==> src/rtl/key_encoder_8_3.sv <==
// rtl/key_encoder_8_3.sv - synchronised 8-line event capture with priority encode to a 3-bit code stream
module key_encoder_8_3 #(
    parameter int SYNC_STAGES = 2
) (
    input  logic       sys_clk,
    input  logic       sys_rst_n,
    input  logic [7:0] in_req,
    input  logic       out_ready,
    output logic       out_valid,
    output logic [2:0] out_code,
    output logic [7:0] out_onehot,
    output logic       out_overflow
);

    logic [7:0] sync_q [SYNC_STAGES];
    logic [7:0] prev_q;
    logic [7:0] pending_q, pending_d;
    logic       out_valid_q, out_valid_d;
    logic [2:0] out_code_q, out_code_d;
    logic [7:0] out_onehot_q, out_onehot_d;
    logic       overflow_q, overflow_d;

    logic [7:0] rise;
    logic [7:0] load_mask;
    logic [2:0] sel;
    logic       free;
    logic       load;

    always_ff @(posedge sys_clk) begin
        if (!sys_rst_n) begin
            for (int i = 0; i < SYNC_STAGES; i++) begin
                sync_q[i] <= 8'h00;
            end
        end else begin
            sync_q[0] <= in_req;
            for (int i = 1; i < SYNC_STAGES; i++) begin
                sync_q[i] <= sync_q[i-1];
            end
        end
    end

    assign rise = sync_q[SYNC_STAGES-1] & ~prev_q;
    assign free = ~out_valid_q | out_ready;
    assign load = free & (|pending_q);

    // Ascending scan so the highest pending index is the one that sticks.
    always_comb begin
        sel = 3'd0;
        for (int i = 0; i < 8; i++) begin
            if (pending_q[i]) begin
                sel = 3'(i);
            end
        end
    end

    assign load_mask = load ? (8'h01 << sel) : 8'h00;

    always_comb begin
        pending_d    = (pending_q & ~load_mask) | rise;
        overflow_d   = overflow_q | (|(rise & pending_q & ~load_mask));
        out_valid_d  = out_valid_q;
        out_code_d   = out_code_q;
        out_onehot_d = out_onehot_q;
        if (load) begin
            out_valid_d  = 1'b1;
            out_code_d   = sel;
            out_onehot_d = 8'h01 << sel;
        end else if (free) begin
            out_valid_d  = 1'b0;
            out_onehot_d = 8'h00;
        end
    end

    always_ff @(posedge sys_clk) begin
        if (!sys_rst_n) begin
            prev_q       <= 8'h00;
            pending_q    <= 8'h00;
            out_valid_q  <= 1'b0;
            out_code_q   <= 3'd0;
            out_onehot_q <= 8'h00;
            overflow_q   <= 1'b0;
        end else begin
            prev_q       <= sync_q[SYNC_STAGES-1];
            pending_q    <= pending_d;
            out_valid_q  <= out_valid_d;
            out_code_q   <= out_code_d;
            out_onehot_q <= out_onehot_d;
            overflow_q   <= overflow_d;
        end
    end

    assign out_valid    = out_valid_q;
    assign out_code     = out_code_q;
    assign out_onehot   = out_onehot_q;
    assign out_overflow = overflow_q;

endmodule

==> config.mk <==
export PLATFORM = sky130hd
export DESIGN_NAME = key_encoder_8_3
export DESIGN_NICKNAME = d
export VERILOG_FILES = /design/src/rtl/key_encoder_8_3.sv
export SDC_FILE = /design/constraint.sdc
export NUM_CORES = 1
export LEC_CHECK = 0
export CAP_MARGIN = 20
export CORE_MARGIN = 3
export CORE_UTILIZATION = 32
export CTS_CLUSTER_SIZE = 28
export DETAILED_ROUTE_END_ITERATION = 16
export PLACE_DENSITY = 0.58
export SKIP_LAST_GASP = 1
export SYNTH_ARGS = -nofsm -noshare
export SYNTH_HDL_FRONTEND = slang
export SYNTH_SLANG_ARGS = --single-unit
==> constraint.sdc <==
create_clock -name sys_clk -period 2.4 [get_ports sys_clk]
set_clock_uncertainty 0.2 [all_clocks]
set_input_delay 0.24 -clock sys_clk [delete_from_list [all_inputs] [get_ports sys_clk]]
set_output_delay 0.24 -clock sys_clk [all_outputs]
set_load 0.01 [all_outputs]
==> metrics.csv <==
stage;metric;value;unit
floorplanning;die span in x;77.9;µm
finish;ant diodes;0;
placement;pre-CTS setup slack;0.434;ns
worst_hold_path;HP Start;sync_q[0][7]$_SDFF_PN0_;
floorplanning;die area;6060;µm²
clock_tree;worst-case clock buffer depth;2;
yosys;Mapped Cells;170;
sta;Final Slew Violations;0;
grt;met3 GRT Util;3.71;%
clock_tree;Resize count post-CTS;0;
clock_tree;clock transition at the registers of the reported paths;0.09;ns
routing;vias per cell;4.56;
grt;first-pass GRT wire length;4.96;mm
critical_path;critical path class;reg -> reg;
grt;initial antenna violation count;0;
routing;vias post-DR;1196;
yosys;library cells used by synthesis;35;
routing;Routed Antenna Nets;0;
power;Power per Cell Area;763;nW/µm²
clock_tree;H-tree depth;2;
sta;Max transition margin;63.9;%
sta;Final setup viols;0;
critical_path;crit path to;out_overflow$_SDFF_PN0_;
clock_tree;later-pin clock latency in the skew report;0.30;ns
yosys;Synth top area share;54.5;%
worst_hold_path;Hold WC Path Type;reg -> reg;
placement;Final Wtd Congestion;0.870;
floorplanning;Initial Util;34.1;%
sta;fmax;553;MHz
grt;grt total ovfl;0;
critical_path;Worst R2R End;out_overflow$_SDFF_PN0_;
finish;cell area after layout;2040;µm²
yosys;Syn Area/Cell;9.72;µm²
finish;area grow syn2layout;23.5;%
grt;vias in the first global route;1067;
placement;area of placed instances;1930;µm²
critical_path;Critical Path Source;pending_q[4]$_SDFF_PN0_;
yosys;Syn Nets;181;
finish;commonest non-fill, non-tap cell in the layout;dfxtp_1;
critical_path;CP Max Fanout;9;
floorplanning;num ports;24;
clock_tree;clock tree root buffer cell;clkbuf_8;
yosys;Seq cells post-synth;45;
finish;Multi-input gate area;673;µm²
routing;drt drc;0;
critical_path;worst reg2reg path startpoint;pending_q[4]$_SDFF_PN0_;
placement;# port buffers;23;
yosys;Area contributors post-synth;dfxtp_1 (55%), and2_1 (9.5%), a21oi_1 (4.2%);
sta;RSZ-0062 raised after global routing;false;
sta;worst setup margin;0.593;ns
critical_path;CP cell instances;and4b_1 > a311oi_2 > o21a_1 > o311ai_1 > o31a_1;
floorplanning;Die Y;77.9;µm
critical_path;internal reg-to-reg setup slack;0.59;ns
critical_path;Worst setup EP type;flip-flop;
sta;fin crit share;75.3;%
clock_tree;cts bufs inserted;5;
floorplanning;CORE AREA;4850;µm²
grt;met1 Use GR;13.4;%
critical_path;CP peak stage delay;0.43;ns
critical_path;cells on worst reg2reg path;5;
grt;global-route usage over all layers;10.1;%
critical_path;CP arrival;1.80;ns
critical_path;Worst Setup Start Kind;flip-flop;
clock_tree;clock sinks;45;
clock_tree;post-CTS setup buffers;0;
power;VDD IR max;0.394;mV
routing;DR WL/cell;10.9;µm
routing;Pre-antenna DRT Iters;4;
critical_path;CP max-delay cell;dfxtp_1;
clock_tree;cts hold-fix bufs;0;
finish;Fill cells;503;
clock_tree;CTS tree;yes;
power;LEAKAGE;0.751;nW
sta;final setup TNS;0;ns
sta;worst slew pin tran;0.537;ns
finish;share of cells above drive strength 1;9.23;%
sta;Hold Vio Cnt, Final;0;
finish;most frequent cells in the layout;dfxtp_1 (45), and2_1 (25), clkdlybuf4s50_1 (23), nor2_1 (18), a21oi_1 (14);
run;MaxCap Viol Count;0;
yosys;Mapped Area;1650;µm²
placement;DP HPWL;1.95;mm
routing;Initial DRC Count;47;
sta;Final Critical Period;1.81;ns
routing;DRT Wirelength;2.85;mm
finish;fin nets;205;
status;outcome;completed;
grt;largest net degree at the start of global routing;28;
yosys;Seq/Total Area, Yosys;54.5;%
floorplanning;Rows;25;
grt;Global Route met2 Usage;15.0;%
yosys;post-synth top area cell;dfxtp_1;
finish;Reg area;901;µm²
yosys;yosys warns;0;
grt;grt peak-use layer;met2;
critical_path;Worst EP required;2.39;ns
-- state kept, by name (all words and copies together) (netlist names) --
name	flops
out_overflow	1
pending_q	8
sync_q	16
out_onehot	8
out_code	3
out_valid	1
prev_q	8
-- cells in the mapped netlist --
cell type / instances
or2_2: 2
a221oi_2: 1
o21ai_0: 8
o311ai_1: 1
a22oi_1: 5
nor3b_1: 1
or2b_1: 1
o21a_1: 3
o311ai_0: 1
a22o_1: 1
clkinv_1: 1
a211oi_1: 1
a21oi_1: 14
or2b_2: 2
clkbuf_2: 1
nor2b_1: 2
o31ai_1: 1
a31oi_1: 2
dfxtp_1: 45
nand2_1: 8
nand3_2: 1
a2bb2oi_1: 1
nor3_1: 1
nand2b_1: 5
and2_1: 25
nor2_1: 18
a311oi_2: 1
and4b_1: 1
buf_6: 2
nor4_4: 1
inv_1: 5
nor4_1: 2
clkbuf_1: 4
clkbuf_8: 1
o31a_1: 1
-- layer usage --
| layer | up-vias | part of all wire (%) |
|---|---|---|
| li1 | 622 | - |
| met1 | 547 | 50 |
| met2 | 23 | 44 |
| met3 | 4 | 5.3 |
| met4 | 0 | 1.0 |
| met5 | - | 0 |
-- final cells by class --
cell class	instances	area share, %
repair buffers	25	12.0
clock inverters	3	2.33
flip-flops and latches	45	44.1
well taps	67	4.11
clock buffers	5	3.37
inverters	6	1.10
multi-input cells	111	33.0
-- report_power, final --
part	switching (mW)	internal, mW	leakage [nW]	total [mW]
combinational	0.0788	0.0826	0.323	0.161
clock	0.273	0.318	0.0591	0.591
sequential	0.0229	0.782	0.369	0.805
total	0.375	1.18	0.751	1.56
-- worst min-delay path by stage --
stage	end	slack (ns)	depth (start not counted)
2_1_floorplan	sync_q[0][0]$_SDFF_PN0_	0.17	1
3_3_place_gp	sync_q[0][14]$_SDFF_PN0_	0.21	1
3_5_place_dp	sync_q[0][15]$_SDFF_PN0_	0.22	1
4_1_cts	sync_q[0][15]$_SDFF_PN0_	0.24	1
5_1_grt	sync_q[0][10]$_SDFF_PN0_	0.25	1
6_report	sync_q[0][15]$_SDFF_PN0_	0.24	1
-- worst max-delay path: cells and delay by family, from the launching register on --
family	cells	cell delay, ns
AO/OA/AOI/OAI	4	0.81
flip-flops	1	0.43
AND/OR/NAND/NOR	1	0.25
-- per-stage QoR --
step           util [%]  hold WS (ns)  cells  power (mW)
2_1_floorplan         -         0.167    170       0.920
3_3_place_gp       39.7         0.214    254       0.983
3_5_place_dp       39.7         0.218    254       0.984
4_1_cts            42.1         0.241    262        1.57
5_1_grt            42.1         0.255    262        1.63
6_report           42.1         0.239    262        1.56
-- kinds of logic (layout without fill, tap and decap cells) --
logic type	Yosys count	count (layout)	synth area share [%]
flops	45	45	54.5
compound gates	41	41	16.4
simple gates	70	70	24.3
buf+inv	14	39	4.77
No activity file was read; power rests on OpenSTA's default activity.
